## src/rtl/uart_pkg.sv

```systemverilog
// Shared UART types and helpers: receiver state encoding, parity modes and the
// majority vote used by the input noise filter.
package uart_pkg;

  typedef enum logic [2:0] {
    StIdle,
    StStart,
    StData,
    StParity,
    StStop,
    StWaitIdle
  } rx_state_e;

  localparam int unsigned PAR_NONE = 0;
  localparam int unsigned PAR_EVEN = 1;
  localparam int unsigned PAR_ODD  = 2;

  function automatic logic majority3(input logic [2:0] s);
    return (s[0] & s[1]) | (s[0] & s[2]) | (s[1] & s[2]);
  endfunction

endpackage

```

## src/rtl/uart_baud_tick.sv

```systemverilog
// Oversample tick generator: one-clk pulse every CLOCK_RATE/(BAUD_RATE*OVERSAMPLE)
// clocks while en is high; counter held at zero while disabled.
module uart_baud_tick #(
  parameter int unsigned CLOCK_RATE = 50000000,
  parameter int unsigned BAUD_RATE  = 9600,
  parameter int unsigned OVERSAMPLE = 16
) (
  input  logic clk,
  input  logic reset,
  input  logic en,
  output logic tick
);

  localparam int unsigned DIV = CLOCK_RATE / (BAUD_RATE * OVERSAMPLE);
  localparam int unsigned CW  = (DIV > 1) ? $clog2(DIV) : 1;
  localparam logic [CW-1:0] CNT_MAX = CW'(DIV - 1);

  if (DIV < 2) begin : g_bad_div
    $error("uart_baud_tick: clock divider must be at least 2");
  end

  logic [CW-1:0] cnt_q;

  always_ff @(posedge clk or posedge reset) begin
    if (reset) begin
      cnt_q <= '0;
      tick  <= 1'b0;
    end else if (!en) begin
      cnt_q <= '0;
      tick  <= 1'b0;
    end else if (cnt_q == CNT_MAX) begin
      cnt_q <= '0;
      tick  <= 1'b1;
    end else begin
      cnt_q <= cnt_q + 1'b1;
      tick  <= 1'b0;
    end
  end

endmodule

```

## src/rtl/uart_rx_param.sv

```systemverilog
// Parametrised UART receiver with one-entry holding register and error pulses.
// Optional UART_RX_BREAK_DET_EN adds a break_det level output.
module uart_rx_param
  import uart_pkg::*;
#(
  parameter int unsigned CLOCK_RATE = 50000000,
  parameter int unsigned BAUD_RATE  = 9600,
  parameter int unsigned OVERSAMPLE = 16,
  parameter int unsigned DATA_BITS  = 8,
  parameter int unsigned PARITY     = 0,
  parameter int unsigned STOP_BITS  = 1
) (
  input  logic                 clk,
  input  logic                 reset,
  input  logic                 en,
  input  logic                 in,
  output logic [DATA_BITS-1:0] out,
  output logic                 out_valid,
  input  logic                 out_ready,
  output logic                 err_frame,
  output logic                 err_parity,
  output logic                 err_overrun,
  output logic                 busy
`ifdef UART_RX_BREAK_DET_EN
  ,
  output logic                 break_det
`endif
);

  localparam int unsigned TW = $clog2(OVERSAMPLE);
  localparam logic [TW-1:0] TMAX  = TW'(OVERSAMPLE - 1);
  localparam logic [TW-1:0] TMID  = TW'(OVERSAMPLE / 2 - 2);
  localparam logic [3:0]    BLAST = 4'(DATA_BITS - 1);
  localparam logic [3:0]    SLAST = 4'(STOP_BITS - 1);

  if (OVERSAMPLE < 8 || OVERSAMPLE > 32 || (OVERSAMPLE % 2) != 0) begin : g_bad_os
    $error("uart_rx_param: OVERSAMPLE must be even and within 8..32");
  end
  if (DATA_BITS < 5 || DATA_BITS > 9 || PARITY > 2 || STOP_BITS < 1 || STOP_BITS > 2)
  begin : g_bad_fmt
    $error("uart_rx_param: unsupported frame format");
  end

  logic tick;

  uart_baud_tick #(
    .CLOCK_RATE(CLOCK_RATE),
    .BAUD_RATE (BAUD_RATE),
    .OVERSAMPLE(OVERSAMPLE)
  ) u_baud_tick (
    .clk  (clk),
    .reset(reset),
    .en   (en),
    .tick (tick)
  );

  rx_state_e            state_q;
  logic [2:0]           filt_q;
  logic [TW-1:0]        tcnt_q;
  logic [3:0]           bcnt_q;
  logic [DATA_BITS-1:0] shift_q;
  logic                 perr_q;
  logic                 bit_val;
  logic                 par_exp;
`ifdef UART_RX_BREAK_DET_EN
  logic                 par_bit_q;
`endif

  assign bit_val = majority3(filt_q);
  assign par_exp = (PARITY == PAR_ODD) ? ~^shift_q : ^shift_q;
  assign busy    = (state_q != StIdle);

  always_ff @(posedge clk or posedge reset) begin
    if (reset) begin
      state_q     <= StIdle;
      filt_q      <= 3'b111;
      tcnt_q      <= '0;
      bcnt_q      <= '0;
      shift_q     <= '0;
      perr_q      <= 1'b0;
      out         <= '0;
      out_valid   <= 1'b0;
      err_frame   <= 1'b0;
      err_parity  <= 1'b0;
      err_overrun <= 1'b0;
`ifdef UART_RX_BREAK_DET_EN
      par_bit_q   <= 1'b0;
      break_det   <= 1'b0;
`endif
    end else begin
      err_frame   <= 1'b0;
      err_parity  <= 1'b0;
      err_overrun <= 1'b0;
      // A later load in the same cycle overrides this clear.
      if (out_valid && out_ready) out_valid <= 1'b0;

      if (!en) begin
        state_q <= StIdle;
        filt_q  <= 3'b111;
        tcnt_q  <= '0;
        bcnt_q  <= '0;
        perr_q  <= 1'b0;
`ifdef UART_RX_BREAK_DET_EN
        break_det <= 1'b0;
`endif
      end else if (tick) begin
        filt_q <= {filt_q[1:0], in};
        case (state_q)
          StIdle: begin
            if (!bit_val) begin
              state_q <= StStart;
              tcnt_q  <= '0;
            end
          end
          StStart: begin
            if (tcnt_q == TMID) begin
              tcnt_q <= '0;
              bcnt_q <= '0;
              perr_q <= 1'b0;
              state_q <= bit_val ? StIdle : StData;
            end else begin
              tcnt_q <= tcnt_q + 1'b1;
            end
          end
          StData: begin
            if (tcnt_q == TMAX) begin
              tcnt_q  <= '0;
              shift_q <= {bit_val, shift_q[DATA_BITS-1:1]};
              if (bcnt_q == BLAST) begin
                bcnt_q  <= '0;
                state_q <= (PARITY != PAR_NONE) ? StParity : StStop;
              end else begin
                bcnt_q <= bcnt_q + 4'd1;
              end
            end else begin
              tcnt_q <= tcnt_q + 1'b1;
            end
          end
          StParity: begin
            if (tcnt_q == TMAX) begin
              tcnt_q  <= '0;
              perr_q  <= (bit_val != par_exp);
              state_q <= StStop;
`ifdef UART_RX_BREAK_DET_EN
              par_bit_q <= bit_val;
`endif
            end else begin
              tcnt_q <= tcnt_q + 1'b1;
            end
          end
          StStop: begin
            if (tcnt_q == TMAX) begin
              tcnt_q <= '0;
              if (!bit_val) begin
                state_q <= StWaitIdle;
`ifdef UART_RX_BREAK_DET_EN
                if (shift_q == '0 && (PARITY == PAR_NONE || !par_bit_q)) break_det <= 1'b1;
                else err_frame <= 1'b1;
`else
                err_frame <= 1'b1;
`endif
              end else if (bcnt_q == SLAST) begin
                bcnt_q  <= '0;
                state_q <= StIdle;
                if (perr_q) begin
                  err_parity <= 1'b1;
                end else if (out_valid && !out_ready) begin
                  err_overrun <= 1'b1;
                end else begin
                  out       <= shift_q;
                  out_valid <= 1'b1;
                end
              end else begin
                bcnt_q <= bcnt_q + 4'd1;
              end
            end else begin
              tcnt_q <= tcnt_q + 1'b1;
            end
          end
          StWaitIdle: begin
            if (bit_val) begin
              state_q <= StIdle;
`ifdef UART_RX_BREAK_DET_EN
              break_det <= 1'b0;
`endif
            end
          end
          default: state_q <= StIdle;
        endcase
      end
    end
  end

endmodule

```

## config.mk

```make
export PLATFORM = sky130hd
export DESIGN_NAME = uart_rx_param
export DESIGN_NICKNAME = d
export VERILOG_FILES = /design/src/rtl/uart_pkg.sv /design/src/rtl/uart_baud_tick.sv /design/src/rtl/uart_rx_param.sv
export SDC_FILE = /design/constraint.sdc
export NUM_CORES = 1
export LEC_CHECK = 0
export ABC_AREA = 1
export BUFFER_PORTS_ARGS = -buffer_cell sky130_fd_sc_hd__buf_2
export CAP_MARGIN = 0
export CORE_MARGIN = 5
export CORE_UTILIZATION = 65
export DETAILED_ROUTE_END_ITERATION = 6
export MAX_ROUTING_LAYER = met4
export PLACE_DENSITY_LB_ADDON = 0.08
export SETUP_SLACK_MARGIN = 0.2
export SLEW_MARGIN = 20
export SYNTH_ARGS = -nofsm -noshare
export SYNTH_HDL_FRONTEND = slang
export SYNTH_SLANG_ARGS = --single-unit
```

## constraint.sdc

```tcl
create_clock -name clk -period 2.7 [get_ports clk]
set_clock_uncertainty 0.05 [all_clocks]
set_input_delay 0.27 -clock clk [delete_from_list [all_inputs] [get_ports clk]]
set_output_delay 0.27 -clock clk [all_outputs]
set_load 0.02 [all_outputs]
```

==> impl_metrics.toml, run 1 <==
[status]
status = "completed"

[grt]
grt_max_degree = 46
gr-usage-met3_pct = 4.13
grt_use_met1_pct = 28.1
busiest_layer = "met2"
overflow = 0
grt_pass1_wl_um = 8910
use_met2_pct = 35.1
grtUsageTotal_pct = 21.8
antenna_found_initial = 0
first_global_vias = 2032

[clock_tree]
cts_tree = "done"
cts_sinks = 45
ctsResizeCount = 0
h-tree-depth = 2
worstSkewPairLatency_ps = 300
hold_buffers = 0
cts_buffers = 5
clk_path_buf_depth = 2
clk_pin_slew_ps = 80
post_cts_buffers = 0
cts_root_buf = "clkbuf_8"

[die]
fp.dieH_um = 73.2
die_x_um = 73.2
fp.coreArea_um2 = 3940
dieArea_um2 = 5360
io_pins = 18
initial_core_util_pct = 65.9
num_rows = 23

[synthesis]
yosys_warnings = 0
synth.avg_cell_area_um2 = 7.83
synth-seq-area-share_pct = 43.5
ys_ff_latch = 45
synthCells = 332
syn-cell-area_um2 = 2600
syn_nets = 343
synth.distinct_cells = 29

[setup_path]
max_stage_delay_ps = 530
crit_type = "reg -> out"
crit_path_cell_trace = "inv_4 -> nand2_4 -> nor2_1 -> inv_2 -> buf_2"
cp-end-kind = "output pin"
crit_buf_inv = 3
start_kind = "flop"
cpMaxStageDelayCell = "dfrtp_1"
cp_max_fo = 8
required_ps = 2380
cp_top_family = "flip-flops"
crit_arrival_ps = 1420

[cells_and_area]
layout-drive-gt1-share_pct = 17.9
fin_nets = 362
syn_to_final_growth_pct = 7.17
stdcell_area_um2 = 2790
final_cells = 402
diodes = 0
nFillCells = 334
final_cell_mix = "nand2_1 (89), dfrtp_1 (42), inv_1 (41)"
utilization_pct = 70.7
final_common_cell = "nand2_1"

[placement]
gp_congestion = 0.917
port_buffers = 17
hpwl_um = 3640
dp_cells = 394
dp_slack_ps = 996
dpl_cell_area_um2 = 2700

[timing]
slew_violations = 0
min_period_ps = 1740
tightest_slew_ps = 929
timing.fmax_ghz = 0.576
hold_viol = 0
min_period_over_period_pct = 64.3
setup_viol = 0
slew-limit-headroom_pct = 38.0
setup_tns_ps = 0
fin_ws_ps = 964
grt_setup_unrepaired = "false"

[route]
via_per_inst = 5.29
drc = 0
post_drt_wl_per_cell_um = 12.4
ant_nets = 0
via_count = 2126
dr.pass1.iters = 4
wl_um = 4980
drtIter0Drc = 192

[worst_hold_path]
hp-class = "in -> async"

[power]
power_density_nw_per_um2 = 491
vdd_ir_drop_max_mv = 0.358
p_leak_uw = 0.00146

[flow_run]
maxCapViolCount = 0
metal layers:
layer / vias up / routed length [um]
met4: 0 / 56
met5: - / 0
met3: 5 / 280
li1: 1095 / -
met2: 51 / 2270
met1: 975 / 2380
cells by family after synthesis:
logic type	share of synthesized area, %
adders and majority gates	2.89
AOI/OAI and AO/OA	8.85
buffers and inverters	8.71
xor gates and xnor gates	2.70
and+or+nand+nor	33.4
DFF	43.5
sequential cells by signal, summed over array words and instances, names as in the netlist:
signal,count
filt_q,3
bcnt_q,4
u_baud_tick.cnt_q,9
shift_q,8
perr_q,1
err_parity,1
out,8
out_valid,1
err_overrun,1
u_baud_tick.tick,1
state_q,3
err_frame,1
tcnt_q,4
worst reg2reg max path, cell delays in order (launching register included):
cell and delay, ps:
dfrtp_1 430, ha_1 230, nand3_2 170, nand2_1 60
o21ai_0 320, nor2_4 110, nand2_4 140, nand2_1 80
o21ai_2 50
per-stage QoR:
| stage | hold WS (ps) | power (uW) |
|---|---|---|
| after CTS | 152 | 1370 |
| final | 122 | 1370 |
| after floorplan | 350 | 918 |
| after global routing | 164 | 1440 |
| after detailed placement | 412 | 974 |
| after global placement | 410 | 967 |
Yosys cell counts, drive strengths merged:
cell type  number  area [um^2]
xnor2           2         17.5
nand3          36          200
nand2          97          399
o21ai          28          185
nor4            1         6.26
nor2           31          141
nor3b           4         30.0
inv            48          183
xor2            6         52.6
nor3            7         40.0
a22oi           2         15.0
ha              6         75.1
nand4           7         43.8
dfrtp          42         1050
nand3b          1         7.51
buf             5         43.8
dfstp           3         78.8
a21oi           6         30.0
report_power, final:
part / total (uW) / switching (uW) / internal, uW
clock network: 403 / 223 / 180
logic: 248 / 178 / 70.1
registers: 716 / 24.8 / 691
path summary, 6_finish.rpt:
kind / cells after the start / slack, ps / end / start
max: 5 / 960 / busy / state_q[1]$_DFFE_PP0P_
min: 2 / 120 / out[5]$_DFFE_PP0P_ / reset
max reg2reg: 8 / 980 / bcnt_q[0]$_DFFE_PP0P_ / tcnt_q[1]$_DFFE_PP0P_
min reg2reg: 2 / 430 / out[6]$_DFFE_PP0P_ / out[6]$_DFFE_PP0P_
max in group asynchronous: 2 / 1900 / state_q[1]$_DFFE_PP0P_ / reset
min in group clk: 3 / 150 / filt_q[0]$_DFFE_PP1P_ / in
final cells by class:
type	instances	area, um^2	share of cell area [%]
Clock buffer	6	72.6	2.60
Clock inverter	2	10.0	0.359
Inverter	48	183	6.56
Multi-Input combinational cell	234	1240	44.6
Sequential cell	45	1130	40.5
Tap cell	50	62.6	2.25
Timing Repair Buffer	17	85.1	3.05
(Power assumes the default switching activity.)
==> run 2, diff against run 1 <==
--- a/config.mk
+++ b/config.mk
@@ -5,11 +5,11 @@
 export SDC_FILE = /design/constraint.sdc
 export NUM_CORES = 1
 export LEC_CHECK = 0
-export ABC_AREA = 1
+export ABC_AREA = 0
 export BUFFER_PORTS_ARGS = -buffer_cell sky130_fd_sc_hd__buf_2
 export CAP_MARGIN = 0
 export CORE_MARGIN = 5
-export CORE_UTILIZATION = 65
+export CORE_UTILIZATION = 59
 export DETAILED_ROUTE_END_ITERATION = 6
 export MAX_ROUTING_LAYER = met4
 export PLACE_DENSITY_LB_ADDON = 0.08
==> constraint.sdc (replaced) <==
create_clock -name clk -period 1.8 [get_ports clk]
set_clock_uncertainty 0.05 [all_clocks]
set_input_delay 0.18 -clock clk [delete_from_list [all_inputs] [get_ports clk]]
set_output_delay 0.18 -clock clk [all_outputs]
set_load 0.02 [all_outputs]
==> run 2 against run 1 <==
The flow now finishes with violations (setup timing). Synthesized cell count decreased by 34%. Critical endpoint is now state_q[0]$_DFFE_PP0P_. Largest cell class unchanged. Sequential power increased by 42%. Flip-flop and latch count unchanged. Hold slack got worse by 84 ps. Worst setup slack got worse by 1300 ps. Critical path depth increased by 6. Final cell count decreased by 18%. Register-to-register slack got worse by 1300 ps. Via count decreased by 8.7%. Global-route usage increased by 0.14 points. Routed wire length increased by 11%.
==> impl_metrics.toml, run 2 <==
[synthesis]
synth.avg_cell_area_um2 = 10.8
ys_ff_latch = 45
syn-cell-area_um2 = 2350
synth-seq-area-share_pct = 48.0
yosys_warnings = 0
ys_top_cells_by_area = "dfrtp_1 (45%), mux2_4 (5.1%), mux2_2 (3.8%), dfstp_2 (3.3%), ha_1 (3.2%)"
synth-main-ff-cell = "dfrtp_1"
syn_nets = 229
synth_edf_count = 0
yosysTopAreaCell = "dfrtp_1"
synth.distinct_cells = 50
synthDominantCellAreaShare_pct = 44.6
synthCells = 218
synth_common_cells = "dfrtp_1 (42), nand2_1 (16), nor2_1 (14)"
async_flop_share_pct = 100
synth_most_common_cell = "dfrtp_1"

[setup_path]
crit_path_frequent_cell = "buf_6"
crit_arrival_ps = 2300
cp-startpoint = "tcnt_q[0]$_DFFE_PP0P_"
crit_path_cell_trace = "buf_6 -> buf_6 -> buf_6 -> buf_6 -> inv_4 -> ha_4 -> nand3b_1 -> a221oi_2 -> and4bb_2 -> nand4_1 -> o31ai_1"
ff2ff_path_depth = 11
cp.depth = 11
max_stage_delay_ps = 410
reg2reg_to = "state_q[0]$_DFFE_PP0P_"
cp-end-kind = "flop"
start_kind = "flop"
cp_top_family = "simple AND/OR/NAND/NOR gates"
endpoint = "state_q[0]$_DFFE_PP0P_"
crit_type = "reg -> reg"
cpMaxStageDelayCell = "dfrtp_1"
required_ps = 1970
r2r_start = "tcnt_q[0]$_DFFE_PP0P_"
crit_buf_inv = 5
r2r_slack_ps = -330
cp_max_fo = 6

[power]
power_density_nw_per_um2 = 543
p_total_uw = 1710
p_leak_uw = 0.00150
vdd_ir_drop_max_mv = 0.544

[clock_tree]
clk_path_buf_depth = 2
cts_tree = "done"
cts_root_buf = "clkbuf_8"
cts_sinks = 45
h-tree-depth = 2
worstSkewPairLatency_ps = 310
clk_pin_slew_ps = 80
cts_buffers = 5

[placement]
port_buffers = 17
dpl_cell_area_um2 = 2750
gp_congestion = 0.886
hpwl_um = 3540
dp_cells = 309

[timing]
setup_viol = 26
timing.fmax_ghz = 0.469
fin_ws_ps = -331
setup_tns_ps = -4940
min_period_ps = 2130
slew-limit-headroom_pct = 63.6
tightest_slew_ps = 546
grt_setup_unrepaired = "true"
hold_viol = 0
slew_violations = 0
min_period_over_period_pct = 118

[grt]
antenna_found_initial = 0
first_global_vias = 1983
grtUsageTotal_pct = 21.9
grt_pass1_wl_um = 8780
grt_max_degree = 46
overflow = 0

[die]
die_x_um = 73.2
io_pins = 18
initial_core_util_pct = 59.7
num_rows = 23
fp.coreArea_um2 = 3940
dieArea_um2 = 5350
fp.dieH_um = 73.2

[route]
wl_um = 5540
ant_nets = 0
route.met3.wl_um = 259
drtIter0Drc = 165
drc = 0
via_count = 1940
wirelength_met1_um = 2170
via_per_inst = 5.86
dr.pass1.iters = 4
wl_met2_um = 2940
post_drt_wl_per_cell_um = 16.7
highest_layer = "met4"

[cells_and_area]
utilization_pct = 79.9
fin_nets = 291
final_cell_mix = "dfrtp_1 (42), buf_4 (31), mux2_4 (16), buf_2 (16)"
stdcell_area_um2 = 3150
syn_to_final_growth_pct = 33.7
largest_reg_flops = 9
final_cells = 331
top_regs = "u_baud_tick.cnt_q (9), out (8), shift_q (8)"
final_common_cell = "dfrtp_1"
nFillCells = 238
diodes = 0
max_flop_register = "u_baud_tick.cnt_q"
layout-drive-gt1-share_pct = 43.4

[flow_run]
maxCapViolCount = 0

[worst_hold_path]
hp-class = "in -> reg"

[status]
status = "complete, but fails checks"
violations = "setup timing"
==> run 2: cell types whose count changed after synthesis, moves of 4 or more <==
cell / change
mux2_2: +8
nor2_1: -13
nand3_2: -4
mux2_4: +8
clkbuf_1: +4
o21ai_0: -5
nand2_2: -5
inv_1: -30
o21ai_2: -12
nand2_1: -73
xnor2_1: +6
inv_2: -5
nand3_1: -23
nand2b_1: +10
==> run 2: layout make-up <==
type	count	area (um^2)	area share, %
tap	50	62.6	1.99
clock buffer	7	76.3	2.42
clock inverter	1	7.51	0.238
sequential	45	1130	35.9
multi-input combinational	154	1330	42.2
timing repair buffer	62	498	15.8
inverter	12	47.5	1.51
==> run 2: routing by layer <==
layer,vias up,track usage [%]
met2,78,35.2
met1,951,25.5
met3,19,4.68
li1,892,-
met4,0,11.9
met5,-,-
==> run 2: logic make-up after synthesis <==
| group | share of synthesized area [%] |
|---|---|
| buf+inv | 3.45 |
| mux | 10.2 |
| flops | 48.0 |
| xor+xnor | 5.58 |
| simple gates | 20.6 |
| fa+ha+maj | 3.61 |
| compound gates | 8.61 |
==> run 2: power breakdown <==
part           internal [uW]  switching, uW
clock network            275            344
logic                   22.4           45.8
registers               1020           7.99
total                   1310            397
==> run 2: worst reg2reg max path, stage by stage, from the launching register on <==
cell and delay, ps:
dfrtp_1 410, buf_6 120, buf_6 100, buf_6 100, buf_6 110, inv_4 40
ha_4 100, nand3b_1 150, a221oi_2 320, and4bb_2 350, nand4_1 110, o31ai_1 80
==> run 2: repair_timing <==
action,4_1_cts,5_1_grt
hold buffers,1,0
resized for setup,35,18
setup endpoints to repair,31,31
endpoints found under the hold margin,42,0
cloned,0,0
pin swaps,18,11
buffers inserted,9,4
==> run 2: worst min-delay path by stage <==
stage / startpoint / endpoint / slack (ps) / cells after the start
5_1_grt: in / filt_q[0]$_DFFE_PP1P_ / 40 / 3
2_1_floorplan: in / filt_q[0]$_DFFE_PP1P_ / 270 / 2
3_3_place_gp: reset / out[1]$_DFFE_PP0P_ / 280 / 3
4_1_cts: in / filt_q[0]$_DFFE_PP1P_ / 40 / 3
3_5_place_dp: reset / err_overrun$_DFF_PP0_ / 300 / 3
6_report: in / filt_q[0]$_DFFE_PP1P_ / 40 / 3
==> run 2: through the flow <==
stage / hold slack (ps) / setup slack, ps
floorplan: 266 / -293
global placement: 284 / -283
detailed placement: 303 / -317
CTS: 42.8 / -304
global route: 43.9 / -423
finish: 38.1 / -331
